$ cat config.mk
export PLATFORM = sky130hd
export DESIGN_NAME = mem_arbiter_flat
export DESIGN_NICKNAME = d
export VERILOG_FILES = /design/src/rtl/mem_arb_pkg.sv /design/src/rtl/mem_arbiter_if.sv /design/src/rtl/mem_arb_pick.sv /design/src/rtl/mem_arbiter.sv /design/src/flat_wrapper.sv
export SDC_FILE = /design/constraint.sdc
export NUM_CORES = 1
export LEC_CHECK = 0
export BUFFER_PORTS_ARGS = -buffer_cell sky130_fd_sc_hd__buf_2
export CAP_MARGIN = 15
export CORE_MARGIN = 1
export CORE_UTILIZATION = 49
export CTS_CLUSTER_DIAMETER = 100
export DETAILED_ROUTE_END_ITERATION = 8
export PLACE_DENSITY = 0.95
export SYNTH_ARGS = -nofsm -noshare
export SYNTH_HDL_FRONTEND = slang
export SYNTH_HIERARCHICAL = 1
export SYNTH_SLANG_ARGS = --single-unit
$ cat constraint.sdc
create_clock -name clk -period 2.7 [get_ports clk]
set_clock_uncertainty 0.2 [all_clocks]
set_input_delay 0.27 -clock clk [delete_from_list [all_inputs] [get_ports clk]]
set_output_delay 0.27 -clock clk [all_outputs]
set_load 0.005 [all_outputs]
$ cat src/rtl/mem_arb_pkg.sv
// Purpose: shared types and constants for the two-port memory arbiter.
// Latency: n/a (declarations only).
// Backpressure: n/a.
package mem_arb_pkg;

  localparam int ADDR_W = 10;
  localparam int DATA_W = 8;

  localparam logic PORT_CPU = 1'b0;
  localparam logic PORT_DMA = 1'b1;

  typedef enum logic [1:0] {
    ST_IDLE   = 2'd0,
    ST_ACCESS = 2'd1,
    ST_READ   = 2'd2,
    ST_ACK    = 2'd3
  } state_t;

endpackage

$ cat src/rtl/mem_arbiter_if.sv
// Purpose: bundles both requester ports and the RAM-side bus of the arbiter.
// Latency: n/a (wires only).
// Backpressure: requesters hold req/we/addr/wdata until their ack pulse.
interface mem_arbiter_if;
  import mem_arb_pkg::*;

  logic              req0;
  logic              req1;
  logic              we0;
  logic              we1;
  logic [ADDR_W-1:0] addr0;
  logic [ADDR_W-1:0] addr1;
  logic [DATA_W-1:0] wdata0;
  logic [DATA_W-1:0] wdata1;
  logic              ack0;
  logic              ack1;
  logic [DATA_W-1:0] rdata0;
  logic [DATA_W-1:0] rdata1;
  logic [ADDR_W-1:0] mem_addr;
  logic [DATA_W-1:0] mem_din;
  logic              mem_we;
  logic [DATA_W-1:0] mem_dout;

  // Arbiter side.
  modport slave (
    input  req0, req1, we0, we1, addr0, addr1, wdata0, wdata1, mem_dout,
    output ack0, ack1, rdata0, rdata1, mem_addr, mem_din, mem_we
  );

  // Requesters plus RAM side.
  modport master (
    output req0, req1, we0, we1, addr0, addr1, wdata0, wdata1, mem_dout,
    input  ack0, ack1, rdata0, rdata1, mem_addr, mem_din, mem_we
  );

endinterface

$ cat src/rtl/mem_arb_pick.sv
// Purpose: combinational 2-way winner selection (fixed priority or round-robin).
// Latency: 0 cycles, purely combinational.
// Backpressure: none; the caller decides when the pick is used.
module mem_arb_pick
  import mem_arb_pkg::*;
#(
  parameter int RR_MODE = 0
) (
  input  logic req0,
  input  logic req1,
  input  logic last_grant,
  output logic any_req,
  output logic winner
);

  // Tie goes to port 0 in fixed mode, to the port not granted last in RR mode.
  always_comb begin
    any_req = req0 | req1;
    winner  = PORT_CPU;
    if (req0 && req1) begin
      winner = (RR_MODE != 0) ? ~last_grant : PORT_CPU;
    end else if (req1) begin
      winner = PORT_DMA;
    end
  end

endmodule

$ cat src/rtl/mem_arbiter.sv
// Purpose: arbitrates CPU and DMA ports onto one 1024x8 synchronous RAM.
// Latency: req in IDLE cycle t -> ack in t+3; one access every 4 cycles.
// Backpressure: reqs only sampled in IDLE; loser keeps req high until served.
module mem_arbiter
  import mem_arb_pkg::*;
#(
  parameter int RR_MODE = 0
) (
  input  logic          clk,
  input  logic          reset_n,
  mem_arbiter_if.slave  bus
);

  state_t            state_q;
  state_t            state_d;
  // grant_q doubles as the last-grant record for round-robin; it resets to
  // the DMA port so the first tie after reset goes to the CPU.
  logic              grant_q;
  logic              gwe_q;
  logic [ADDR_W-1:0] addr_q;
  logic [DATA_W-1:0] din_q;
  logic [DATA_W-1:0] rdata0_q;
  logic [DATA_W-1:0] rdata1_q;
  logic              any_req;
  logic              winner;
  logic              mem_we_c;
  logic              ack0_c;
  logic              ack1_c;

  mem_arb_pick #(
    .RR_MODE    (RR_MODE)
  ) u_pick (
    .req0       (bus.req0),
    .req1       (bus.req1),
    .last_grant (grant_q),
    .any_req    (any_req),
    .winner     (winner)
  );

  // State register; async reset aborts any in-flight access.
  always_ff @(posedge clk or negedge reset_n) begin
    if (!reset_n) begin
      state_q <= ST_IDLE;
    end else begin
      state_q <= state_d;
    end
  end

  // Next state plus state-decoded strobes (write enable and ack pulses).
  always_comb begin
    state_d  = state_q;
    mem_we_c = 1'b0;
    ack0_c   = 1'b0;
    ack1_c   = 1'b0;
    case (state_q)
      ST_IDLE: begin
        if (any_req) state_d = ST_ACCESS;
      end
      ST_ACCESS: begin
        state_d  = ST_READ;
        mem_we_c = gwe_q;
      end
      ST_READ: begin
        state_d = ST_ACK;
      end
      ST_ACK: begin
        state_d = ST_IDLE;
        ack0_c  = (grant_q == PORT_CPU);
        ack1_c  = (grant_q == PORT_DMA);
      end
      default: state_d = ST_IDLE;
    endcase
  end

  // Latch the winner's request on the IDLE->ACCESS edge; held until next grant.
  always_ff @(posedge clk or negedge reset_n) begin
    if (!reset_n) begin
      grant_q <= PORT_DMA;
      gwe_q   <= 1'b0;
      addr_q  <= '0;
      din_q   <= '0;
    end else if (state_q == ST_IDLE && any_req) begin
      grant_q <= winner;
      if (winner == PORT_DMA) begin
        gwe_q  <= bus.we1;
        addr_q <= bus.addr1;
        din_q  <= bus.wdata1;
      end else begin
        gwe_q  <= bus.we0;
        addr_q <= bus.addr0;
        din_q  <= bus.wdata0;
      end
    end
  end

  // RAM output is valid in READ; capture it for the granted port only.
  always_ff @(posedge clk or negedge reset_n) begin
    if (!reset_n) begin
      rdata0_q <= '0;
      rdata1_q <= '0;
    end else if (state_q == ST_READ) begin
      if (grant_q == PORT_CPU) begin
        rdata0_q <= bus.mem_dout;
      end else begin
        rdata1_q <= bus.mem_dout;
      end
    end
  end

  assign bus.mem_we   = mem_we_c;
  assign bus.mem_addr = addr_q;
  assign bus.mem_din  = din_q;
  assign bus.ack0     = ack0_c;
  assign bus.ack1     = ack1_c;
  assign bus.rdata0   = rdata0_q;
  assign bus.rdata1   = rdata1_q;

endmodule
$ cat src/flat_wrapper.sv
// flat-port wrapper written by rule: the top's interface ports become plain ports
module mem_arbiter_flat import mem_arb_pkg::*;
#(
  parameter int RR_MODE = 0
)
  (clk, reset_n, bus_req0, bus_req1, bus_we0, bus_we1, bus_addr0, bus_addr1, bus_wdata0, bus_wdata1, bus_mem_dout, bus_ack0, bus_ack1, bus_rdata0, bus_rdata1, bus_mem_addr, bus_mem_din, bus_mem_we);
  mem_arbiter_if bus_i ();
  input  logic clk;
  input  logic reset_n;
  input wire logic [$bits(bus_i.req0)-1:0] bus_req0;
  input wire logic [$bits(bus_i.req1)-1:0] bus_req1;
  input wire logic [$bits(bus_i.we0)-1:0] bus_we0;
  input wire logic [$bits(bus_i.we1)-1:0] bus_we1;
  input wire logic [$bits(bus_i.addr0)-1:0] bus_addr0;
  input wire logic [$bits(bus_i.addr1)-1:0] bus_addr1;
  input wire logic [$bits(bus_i.wdata0)-1:0] bus_wdata0;
  input wire logic [$bits(bus_i.wdata1)-1:0] bus_wdata1;
  input wire logic [$bits(bus_i.mem_dout)-1:0] bus_mem_dout;
  output wire logic [$bits(bus_i.ack0)-1:0] bus_ack0;
  output wire logic [$bits(bus_i.ack1)-1:0] bus_ack1;
  output wire logic [$bits(bus_i.rdata0)-1:0] bus_rdata0;
  output wire logic [$bits(bus_i.rdata1)-1:0] bus_rdata1;
  output wire logic [$bits(bus_i.mem_addr)-1:0] bus_mem_addr;
  output wire logic [$bits(bus_i.mem_din)-1:0] bus_mem_din;
  output wire logic [$bits(bus_i.mem_we)-1:0] bus_mem_we;
  assign bus_i.req0 = bus_req0;
  assign bus_i.req1 = bus_req1;
  assign bus_i.we0 = bus_we0;
  assign bus_i.we1 = bus_we1;
  assign bus_i.addr0 = bus_addr0;
  assign bus_i.addr1 = bus_addr1;
  assign bus_i.wdata0 = bus_wdata0;
  assign bus_i.wdata1 = bus_wdata1;
  assign bus_i.mem_dout = bus_mem_dout;
  assign bus_ack0 = bus_i.ack0;
  assign bus_ack1 = bus_i.ack1;
  assign bus_rdata0 = bus_i.rdata0;
  assign bus_rdata1 = bus_i.rdata1;
  assign bus_mem_addr = bus_i.mem_addr;
  assign bus_mem_din = bus_i.mem_din;
  assign bus_mem_we = bus_i.mem_we;
  mem_arbiter #(.RR_MODE(RR_MODE)) u_core (.clk(clk), .reset_n(reset_n), .bus(bus_i));
endmodule
==> After elaboration in Yosys (flattened, before gate mapping) <==
Index checks and enable logic that the tools add are counted.
{ "word_totals": {"regBits": 38, "inputBits": 50, "output_inout_bits": 37, "wordCells": 28} }
{ "classes": {"n_eq_ne": 4, "muxes": 10, "bitwise_logic": 2, "n_reduce_logical": 5} }
{ "ops": {"columns": ["cell", "count"], "rows": [
  ["10-bit two-way mux", 1],
  ["8-bit two-way mux", 1],
  ["2-bit case mux with 4 select lines", 1],
  ["1-bit two-way mux", 6],
  ["2-bit == test, second input constant", 2],
  ["2-bit AND reduction", 2],
  ["2-bit by 1-bit == test with 1-bit output, second input constant", 1],
  ["1-bit logical AND", 2],
  ["2-bit logical NOT", 1],
  ["2-bit two-way mux", 1],
  ["2-bit by 1-bit != test with 1-bit output, second input constant", 1],
  ["1-bit inverter", 1],
  ["1-bit bitwise OR", 1]
]} }

==> Longest topological paths before layout <==
Gate-level depths: netlist of the first run.
{ "logic_depth": {"ltp_word": 3, "ltp_mapped": 6, "ltp_nobuf": 4} }

==> Modules after synthesis <==
The synthesis of the first run kept the hierarchy.
{ "by_module_without_submodules": {"columns": ["module", "instances", "cells_each", "area_each_um2"], "rows": [
  ["mem_arbiter", 1, 138, 1754.2],
  ["mem_arb_pick", 1, 2, 12.5]
]} }

==> Least setup slack after synthesis of the first run <==
No wires, ideal clock.
{ "synth_timing": {"kind": "reg-to-reg", "startpoint": "reg u_core.state_q[0]", "endpoint": "reg u_core.rdata0_q[0] (netlist: u_core/bus.rdata0[0])", "setup_ns": 0.125, "t_arrival_ns": 1.239, "required_time_ns": 2.375, "setup_slack_ns": 1.135, "stages_incl_launch_ff": 6, "cell_sequence": "dfrtp_1 inv_1 ha_1 nor2b_2 buf_6 mux2_4"} }
{ "synth_between": {"elab_chain_len": 2} }
{ "synth_lines": {"columns": ["item", "line", "rtl"], "rows": [
  ["from (decl)", "mem_arbiter.sv:14", "state_t state_q;"],
  ["from (signal assigned)", "mem_arbiter.sv:45", "state_q <= state_d;"],
  ["2-bit == test", "mem_arbiter.sv:101", "end else if (state_q == ST_READ) begin"],
  ["2-bit AND reduction (no line)", null, null],
  ["to (signal assigned)", "mem_arbiter.sv:103", "rdata0_q <= bus.mem_dout;"],
  ["to (decl)", "mem_arbiter.sv:22", "logic [DATA_W-1:0] rdata0_q;"]
]} }
No other way between the ends.
A chain may end at the register's enable or synchronous reset.

==> Worst setup path in the final report of the first run <==
{ "layout_timing": {"startpoint": "reg u_core.state_q[0]", "endpoint": "reg u_core.grant_q"} }
{ "layout_between": {"elab_chain_len": 2} }
{ "layout_lines": {"columns": ["item", "line", "rtl"], "rows": [
  ["2-bit logical NOT", "mem_arbiter.sv:82", "end else if (state_q == ST_IDLE && any_req) begin"],
  ["1-bit logical AND", "mem_arbiter.sv:82", null],
  ["to (signal assigned)", "mem_arbiter.sv:83", "grant_q <= winner;"],
  ["to (decl)", "mem_arbiter.sv:18", "logic grant_q;"]
]} }
No other way between the ends.

==> results of run 1 <==
## worst max-delay path: cells and delay by family, from the launching register on
family,cells,cell delay (ns)
flip-flops,1,0.43
adder cells (fa/ha/maj),1,0.41
AND/OR/NAND/NOR,1,0.36
multiplexers,1,0.36
buffers and inverters,1,0.09
## cell type report
class                      instances  area [sq um]
fill                             248          1000
inverter                           2          7.51
tap                               46          57.6
timing repair buffer              99           551
clock inverter                     1          30.0
sequential                        38           952
clock buffer                       6          51.3
multi-input combinational         91           741
## flip-flops by register name, indices dropped and copies added, names as in the netlist
signal,cells
u_core/grant_q,1
u_core/state_q,2
u_core/bus.mem_addr,10
u_core/bus.rdata1,8
u_core/gwe_q,1
u_core/bus.rdata0,8
u_core/bus.mem_din,8
## report_power, final
part / switching [mW] / internal [mW] / total, mW
logic: 0.473 / 0.578 / 1.05
clock network: 0.171 / 0.216 / 0.387
registers: 0.163 / 0.865 / 1.03
total: 0.808 / 1.66 / 2.47
## cells by family (layout without fill, tap and decap cells)
family,count (synthesis),count (layout),synth area share (%)
AO/OA/AOI/OAI,39,39,11.0
flip-flops,38,38,53.9
multiplexers,37,37,23.9
AND/OR/NAND/NOR,11,11,3.97
buffers and inverters,11,108,4.32
adder cells (fa/ha/maj),4,4,2.83
## cell usage in the layout, fill, tap and decap left out, types with 4 or more instances in the layout
| cell | count |
|---|---|
| buf_2 | 86 |
| dlygate4sd3_1 | 9 |
| clkbuf_4 | 5 |
| mux2_2 | 10 |
| dfrtp_1 | 37 |
| buf_4 | 4 |
| ha_1 | 4 |
| mux2_4 | 8 |
| a21oi_1 | 39 |
| mux2i_1 | 19 |
## stage by stage
stage	setup WS [ns]	hold WS (ns)	total power, mW
2_1_floorplan	1.14	-0.226	1.68
3_3_place_gp	0.865	0.199	2.03
3_5_place_dp	0.808	0.206	2.08
4_1_cts	0.798	0.0222	2.49
5_1_grt	0.683	0.0405	2.66
6_report	0.786	0.0306	2.47
## worst min path at each step
stage | from | endpoint | depth (start not counted)
2_1_floorplan | reset_n | u_core/bus.mem_addr[0] | 0
3_3_place_gp | reset_n | u_core/bus.mem_addr[4] | 1
3_5_place_dp | reset_n | u_core/bus.mem_addr[7] | 1
4_1_cts | bus_wdata0[5] | u_core/bus.mem_din[5] | 3
5_1_grt | bus_wdata0[0] | u_core/bus.mem_din[0] | 3
6_report | bus_addr0[2] | u_core/bus.mem_addr[2] | 3
## metal layers
metal  vias up  share of wire, %  track usage, %
met5         -                 0               0
met4         0               2.1            9.84
met3        10               5.9            6.21
met2        57                52            39.4
met1       664                40            21.0
li1        686                 -               -
==> results.py, run 1 <==
metrics = {
    "critical_path": {
        "critical-path-max-stage-delay_ns": 0.43,
        "slowest_stage": "dfrtp_1",
        "cp.arrival_ns": 1.98,
        "r2r_end": "u_core/grant_q",
        "criticalPathCategory": "flop to flop",
        "rr_startpoint": "u_core/state_q[0]",
        "cp-end-kind": "flop",
        "worst-r2r-cell-count": 4,
        "crit_chain": "inv_1 > ha_1 > and2_4 > mux2_2",
        "endpoint": "u_core/grant_q",
        "cp-startpoint": "u_core/state_q[0]",
        "cp-start-kind": "flop",
        "required_ns": 2.77,
        "r2r_slack_ns": 0.79,
        "critPathMaxFanout": 20,
    },
    "outcome": {
        "status": "finished clean",
    },
    "yosys": {
        "synth_top_area_share_pct": 52.4,
        "yosysTopAreaCell": "dfrtp_1",
        "ys_ff_latch": 38,
        "synthFlopType": "dfrtp_1",
        "synth.area.top_cells": "dfrtp_1 52%, a21oi_1 11%, mux2i_1 11%",
        "async_reset_ff_share_pct": 100,
        "yosys-top-cells-count": "39 x a21oi_1, 37 x dfrtp_1, 19 x mux2i_1",
        "synth_edf_count": 0,
        "yosysWarnings": 6,
        "yosysMostFrequentCell": "a21oi_1",
        "syn-cell-area_sq_mm": 0.00177,
        "postSynthAreaPerCell_sq_um": 12.6,
        "seq_area_frac_synth_pct": 53.9,
        "synth.net_count": 194,
        "synth.distinct_cells": 20,
        "netlist_instances": 140,
    },
    "power_and_ir_drop": {
        "p_per_area_mw_per_mm2": 1030,
        "p_leak_nw": 1.17,
        "irDropWorstVdd_mv": 0.500,
    },
    "timing": {
        "fin_setup_tns_ns": 0,
        "finalSetupViolations": 0,
        "tightest_slew_ns": 0.803,
        "relSlewSlack_pct": 46.5,
        "period_minus_slack_ns": 1.91,
        "final-hold-violation-count": 0,
        "maxSlewViolCount": 0,
        "rsz0062_at_grt": "false",
        "min_period_over_period_pct": 70.9,
        "max_freq_mhz": 522,
    },
    "clock_network": {
        "cts_tree": "built",
        "clock_sinks": 38,
        "htree_levels": 2,
        "clock-root-buffer": "clkbuf_4",
        "cts_hold_buf": 9,
        "clk-insertion-delay-late_ns": 0.33,
        "cts_max_path_buffers": 2,
        "cts_made_buffers": 5,
        "cts_resized": 0,
        "post-cts-setup-buffers": 0,
        "clkTransAtPathRegs_ns": 0.11,
    },
    "layout": {
        "final_layout_size_suffix_gt1_share_pct": 50.6,
        "fin_cells": 283,
        "final_cell_area_sq_mm": 0.00239,
        "area_delta_synth_final_pct": 35.3,
        "final_util_pct": 70.5,
        "n_antenna_cell": 0,
        "nets": 291,
    },
    "floorplanning": {
        "core_area_sq_mm": 0.00339,
        "start_util_pct": 52.1,
        "rows": 21,
        "fp.dieW_microns": 62.0,
        "die_h_microns": 62.0,
        "io_pins": 87,
        "dieArea_sq_mm": 0.00385,
    },
    "hold_path": {
        "hold_path.class": "input port to flop",
    },
    "global_route": {
        "grt_use_total_pct": 21.0,
        "grt_pass1_vias": 1390,
        "grt_overflow_total": 0,
        "antenna_found_initial": 0,
        "grt_pass1_wl_microns": 5670,
        "grt_max_degree": 39,
    },
    "routing": {
        "routed_wirelength_microns": 3930,
        "remaining_drc_errors": 0,
        "vias_per_cell": 5.01,
        "drtIter0Drc": 67,
        "final_antenna_net_count": 0,
        "first_pass_iters": 4,
        "wl_per_cell_microns": 13.9,
        "num_vias": 1417,
    },
    "place": {
        "postPlaceCellArea_sq_mm": 0.00222,
        "place_congestion": 0.772,
        "dp_hpwl_microns": 2880,
        "dp.cells": 267,
        "portBuffers": 86,
    },
    "flow_run": {
        "max_cap_violations": 0,
    },
}
(Power assumes the default switching activity.)
==> run 2: changes to the inputs <==
--- a/config.mk
+++ b/config.mk
@@ -8,10 +8,10 @@
 export BUFFER_PORTS_ARGS = -buffer_cell sky130_fd_sc_hd__buf_2
 export CAP_MARGIN = 15
 export CORE_MARGIN = 1
-export CORE_UTILIZATION = 49
+export CORE_UTILIZATION = 45
 export CTS_CLUSTER_DIAMETER = 100
 export DETAILED_ROUTE_END_ITERATION = 8
-export PLACE_DENSITY = 0.95
+export PLACE_DENSITY = 0.89
 export SYNTH_ARGS = -nofsm -noshare
 export SYNTH_HDL_FRONTEND = slang
 export SYNTH_HIERARCHICAL = 1
==> constraint.sdc (replaced) <==
create_clock -name clk -period 1.8 [get_ports clk]
set_clock_uncertainty 0.2 [all_clocks]
set_input_delay 0.18 -clock clk [delete_from_list [all_inputs] [get_ports clk]]
set_output_delay 0.18 -clock clk [all_outputs]
set_load 0.005 [all_outputs]
==> results.py, run 2 (synthesis gave the netlist of run 1 again) <==
metrics = {
    "outcome": {
        "status": "finished clean",
    },
    "routing": {
        "wl_per_cell_microns": 14.0,
        "num_vias": 1417,
        "drtIter0Drc": 60,
        "vias_per_cell": 4.92,
        "routed_wirelength_microns": 4030,
        "first_pass_iters": 4,
        "remaining_drc_errors": 0,
        "final_antenna_net_count": 0,
    },
    "clock_network": {
        "clock_sinks": 38,
        "clkTransAtPathRegs_ns": 0.07,
        "htree_levels": 2,
        "cts_max_path_buffers": 2,
        "cts_made_buffers": 5,
        "cts_tree": "built",
        "clock-root-buffer": "clkbuf_8",
        "clk-insertion-delay-late_ns": 0.28,
    },
    "floorplanning": {
        "fp.dieW_microns": 64.7,
        "core_area_sq_mm": 0.00372,
        "die_h_microns": 64.7,
        "start_util_pct": 47.5,
        "rows": 22,
        "io_pins": 87,
        "dieArea_sq_mm": 0.00418,
    },
    "critical_path": {
        "criticalPathCategory": "flop to flop",
        "cp.arrival_ns": 1.65,
        "required_ns": 1.77,
        "cp-start-kind": "flop",
        "rr_startpoint": "u_core/state_q[0]",
        "cp-end-kind": "flop",
        "cp-startpoint": "u_core/state_q[0]",
        "critPathMaxFanout": 8,
    },
    "timing": {
        "hold_slack_ns": 0.00368,
        "fin_setup_tns_ns": 0,
        "rsz0062_at_grt": "false",
        "max_freq_mhz": 596,
        "maxSlewViolCount": 0,
        "relSlewSlack_pct": 60.2,
        "period_minus_slack_ns": 1.68,
        "finalSetupViolations": 0,
        "tightest_slew_ns": 0.597,
        "final-hold-violation-count": 0,
        "min_period_over_period_pct": 93.2,
    },
    "layout": {
        "nets": 294,
        "multiInputGateArea_sq_um": 741,
        "final_cell_area_sq_mm": 0.00244,
        "area_delta_synth_final_pct": 38.0,
        "final_layout_size_suffix_gt1_share_pct": 50.0,
        "final_common_cell": "buf_2",
        "fin_cells": 288,
        "n_antenna_cell": 0,
        "n_fill_cell": 311,
        "regArea_sq_um": 952,
        "layout_common_cells": "86 x buf_2, 39 x a21oi_1, 37 x dfrtp_1",
        "largest_reg_flops": 10,
    },
    "global_route": {
        "grt_pass1_vias": 1395,
        "grt_use_total_pct": 20.9,
        "antenna_found_initial": 0,
        "grt_max_degree": 28,
        "grt_overflow_total": 0,
        "grt_pass1_wl_microns": 6490,
    },
    "place": {
        "dp.cells": 271,
        "dp_hpwl_microns": 2880,
        "place_congestion": 0.697,
        "postPlaceCellArea_sq_mm": 0.00226,
        "portBuffers": 86,
    },
    "hold_path": {
        "hold_path.class": "input port to flop",
        "worstHoldStart": "bus_wdata0[2]",
    },
    "flow_run": {
        "max_cap_violations": 0,
    },
    "power_and_ir_drop": {
        "p_leak_nw": 1.19,
        "irDropWorstVdd_mv": 0.977,
        "p_per_area_mw_per_mm2": 1530,
    },
}
-- run 2: metal layers --
| metal | part of all wire (%) | routed length [microns] | global-route usage [%] |
|---|---|---|---|
| met5 | 0 | 0 | 0 |
| met3 | 6.3 | 253 | 7.22 |
| met4 | 0.42 | 17 | 5.56 |
| met2 | 54 | 2170 | 39.2 |
| met1 | 39 | 1590 | 21.9 |
-- run 2: repair_timing --
item | 4_1_cts | 5_1_grt
buffers inserted | 0 | 0
setup endpoints to repair | 0 | 0
hold buffers | 10 | 0
endpoints found under the hold margin | 42 | 0
gates resized for setup | 0 | 0
-- run 2: area by class of cell --
| type | instances | share of cell area [%] |
|---|---|---|
| sequential | 38 | 39.1 |
| multi-input combinational | 91 | 30.4 |
| tap | 48 | 2.46 |
| timing repair buffer | 102 | 24.6 |
| clock buffer | 7 | 3.13 |
| inverter | 2 | 0.308 |
-- run 2: worst paths after layout --
path,endpoint,slack [ns],cells after the start
setup / recovery,u_core/bus.rdata0[7],0.12,5
min in group asynchronous,u_core/state_q[0],0.24,2
hold reg to reg,u_core/bus.rdata1[1],0.31,1
setup reg to reg,u_core/bus.rdata0[7],0.12,5
hold / removal,u_core/bus.mem_din[2],0.004,3
max in group asynchronous,u_core/bus.rdata0[6],0.57,3
-- run 2: critical path, cell delays in order, from the launching register on --
cell and delay (ns):
dfrtp_1 0.41, inv_1 0.10, ha_1 0.20, nor2b_2 0.20, buf_12 0.15, mux2_4 0.30
-- run 2: report_power, final --
part,switching [mW],internal [mW]
clock,0.265,0.266
sequential,0.253,1.30
combinational,0.728,0.921
-- run 2: stage by stage --
stage          setup WS (ns)  utilization, %  power (mW)
2_1_floorplan          0.235               -        2.53
3_3_place_gp           0.179            60.8        3.12
3_5_place_dp           0.123            60.8        3.22
4_1_cts                0.113            65.6        3.78
5_1_grt               0.0437            65.6        4.01
6_report               0.123            65.6        3.73
==> run 3: changes to the inputs <==
==> constraint.sdc (replaced) <==
create_clock -name clk -period 1.85 [get_ports clk]
set_clock_uncertainty 0.2 [all_clocks]
set_input_delay 0.185 -clock clk [delete_from_list [all_inputs] [get_ports clk]]
set_output_delay 0.185 -clock clk [all_outputs]
set_load 0.005 [all_outputs]
==> results.py, run 3 (synthesis gave the netlist of run 1 again) <==
metrics = {
    "power_and_ir_drop": {
        "irDropWorstVdd_mv": 1.06,
        "clkPwrFrac_pct": 15.6,
        "internal-power_mw": 2.44,
        "p_per_area_mw_per_mm2": 1480,
        "total_power_mw": 3.64,
        "p_seq_share_pct": 41.6,
        "comb_power_share_pct": 42.9,
        "switchingPower_mw": 1.20,
        "swShare_pct": 33.1,
        "p_leak_nw": 1.20,
    },
    "critical_path": {
        "cp-start-kind": "flop",
        "cp.arrival_ns": 1.65,
        "critical-path-max-stage-delay_ns": 0.42,
        "crit_chain": "inv_1 > ha_1 > nor2b_2 > buf_4 > mux2_4",
        "cp-end-kind": "flop",
        "slowest_stage": "dfrtp_1",
        "criticalPathCategory": "flop to flop",
        "critPathMaxFanout": 8,
        "required_ns": 1.82,
    },
    "layout": {
        "final_layout_size_suffix_gt1_share_pct": 50.0,
        "final_cell_area_sq_mm": 0.00246,
        "nets": 297,
        "n_antenna_cell": 0,
        "layout_common_cells": "86 x buf_2, 39 x a21oi_1, 37 x dfrtp_1",
        "area_delta_synth_final_pct": 39.1,
        "final_common_cell": "buf_2",
        "largest_reg_flops": 10,
        "n_fill_cell": 310,
    },
    "outcome": {
        "status": "finished clean",
    },
    "timing": {
        "final-hold-violation-count": 0,
        "rsz0062_at_grt": "false",
        "max_freq_mhz": 593,
        "maxSlewViolCount": 0,
        "finalSetupViolations": 0,
        "tightest_slew_ns": 0.591,
        "min_period_over_period_pct": 91.1,
        "period_minus_slack_ns": 1.69,
        "relSlewSlack_pct": 60.6,
        "fin_setup_tns_ns": 0,
    },
    "flow_run": {
        "max_cap_violations": 0,
    },
    "place": {
        "portBuffers": 86,
        "place_congestion": 0.699,
        "dp_hpwl_microns": 2840,
        "postPlaceCellArea_sq_mm": 0.00224,
    },
    "routing": {
        "num_vias": 1436,
        "first_pass_iters": 4,
        "vias_per_cell": 4.92,
        "final_antenna_net_count": 0,
        "drtIter0Drc": 50,
        "wl_per_cell_microns": 13.4,
        "routed_wirelength_microns": 3920,
        "remaining_drc_errors": 0,
    },
    "global_route": {
        "grt_overflow_total": 0,
        "grt_pass1_wl_microns": 6540,
        "grt_max_degree": 28,
        "grt_pass1_vias": 1473,
        "grt_use_total_pct": 21.0,
        "antenna_found_initial": 0,
    },
    "clock_network": {
        "cts_tree": "built",
        "clock_sinks": 38,
        "clock-root-buffer": "clkbuf_8",
        "clk-insertion-delay-late_ns": 0.28,
        "cts_made_buffers": 5,
        "cts_max_path_buffers": 2,
        "clkTransAtPathRegs_ns": 0.07,
        "post-cts-setup-buffers": 0,
        "htree_levels": 2,
    },
    "floorplanning": {
        "fp.dieW_microns": 64.7,
        "core_area_sq_mm": 0.00372,
        "io_pins": 87,
        "dieArea_sq_mm": 0.00418,
        "die_h_microns": 64.7,
        "rows": 22,
        "start_util_pct": 47.5,
    },
    "hold_path": {
        "hold_path.class": "input port to flop",
    },
}
run 3: cell count changes in the layout (fill, tap and decap cells not counted), sizes merged:
cell,before,now
clkinv,0,1
dlygate4sd3,10,13
run 3: repair_timing:
| item | CTS | global route |
|---|---|---|
| resized for setup | 0 | 0 |
| hold buffers | 13 | 0 |
| endpoints found under the hold margin | 44 | 0 |
run 3: layout make-up:
cell class,count,area [sq um],area share (%)
multi-input combinational,91,741,30.1
sequential,38,952,38.7
clock buffer,7,86.3,3.51
timing repair buffer,105,606,24.6
clock inverter,1,5.00,0.204
tap,48,60.1,2.44
inverter,2,7.51,0.305
run 3: path summary, 6_finish.rpt:
kind,startpoint,to,slack (ns),cells past startpoint
setup / recovery,u_core/state_q[0],u_core/bus.rdata0[0],0.16,5
hold / removal,bus_addr0[3],u_core/bus.mem_addr[3],0.007,3
setup reg to reg,u_core/state_q[0],u_core/bus.rdata0[0],0.16,5
hold reg to reg,u_core/bus.rdata1[5],u_core/bus.rdata1[5],0.31,1
max in group asynchronous,reset_n,u_core/bus.mem_din[6],0.63,3
min in group asynchronous,reset_n,u_core/bus.rdata1[5],0.24,2
run 3: critical path: cells and delay by family, from the launching register on:
kind | cells | cell delay (ns)
adder cells (fa/ha/maj) | 1 | 0.20
flip-flops | 1 | 0.42
AND/OR/NAND/NOR | 1 | 0.15
multiplexers | 1 | 0.31
buffers and inverters | 2 | 0.29
run 3: through the flow:
stage | worst slack, ns | hold WS, ns | instances | utilization [%]
after floorplan | 0.285 | -0.311 | 140 | -
after global placement | 0.227 | 0.0169 | 271 | 60.2
after detailed placement | 0.174 | 0.0198 | 271 | 60.2
after CTS | 0.155 | 0.000971 | 292 | 66.1
after global routing | 0.0911 | 0.00304 | 292 | 66.1
final | 0.164 | 0.00723 | 292 | 66.1
run 3: routing by layer:
layer	vias up	track usage, %	wire length (microns)
met5	-	0	0
met4	0	6.67	36
met3	4	5.99	228
met2	56	40.1	2120
met1	680	21.9	1530
li1	696	-	-
run 3: power by group through the flow:
stage / Sequential [mW] / Combinational (mW) / Clock, mW
after floorplan: 1.53 / 0.929 / 0
after global placement: 1.50 / 1.49 / 0
after detailed placement: 1.51 / 1.57 / 0
after CTS: 1.51 / 1.59 / 0.590
after global routing: 1.57 / 1.73 / 0.627
final: 1.51 / 1.56 / 0.567
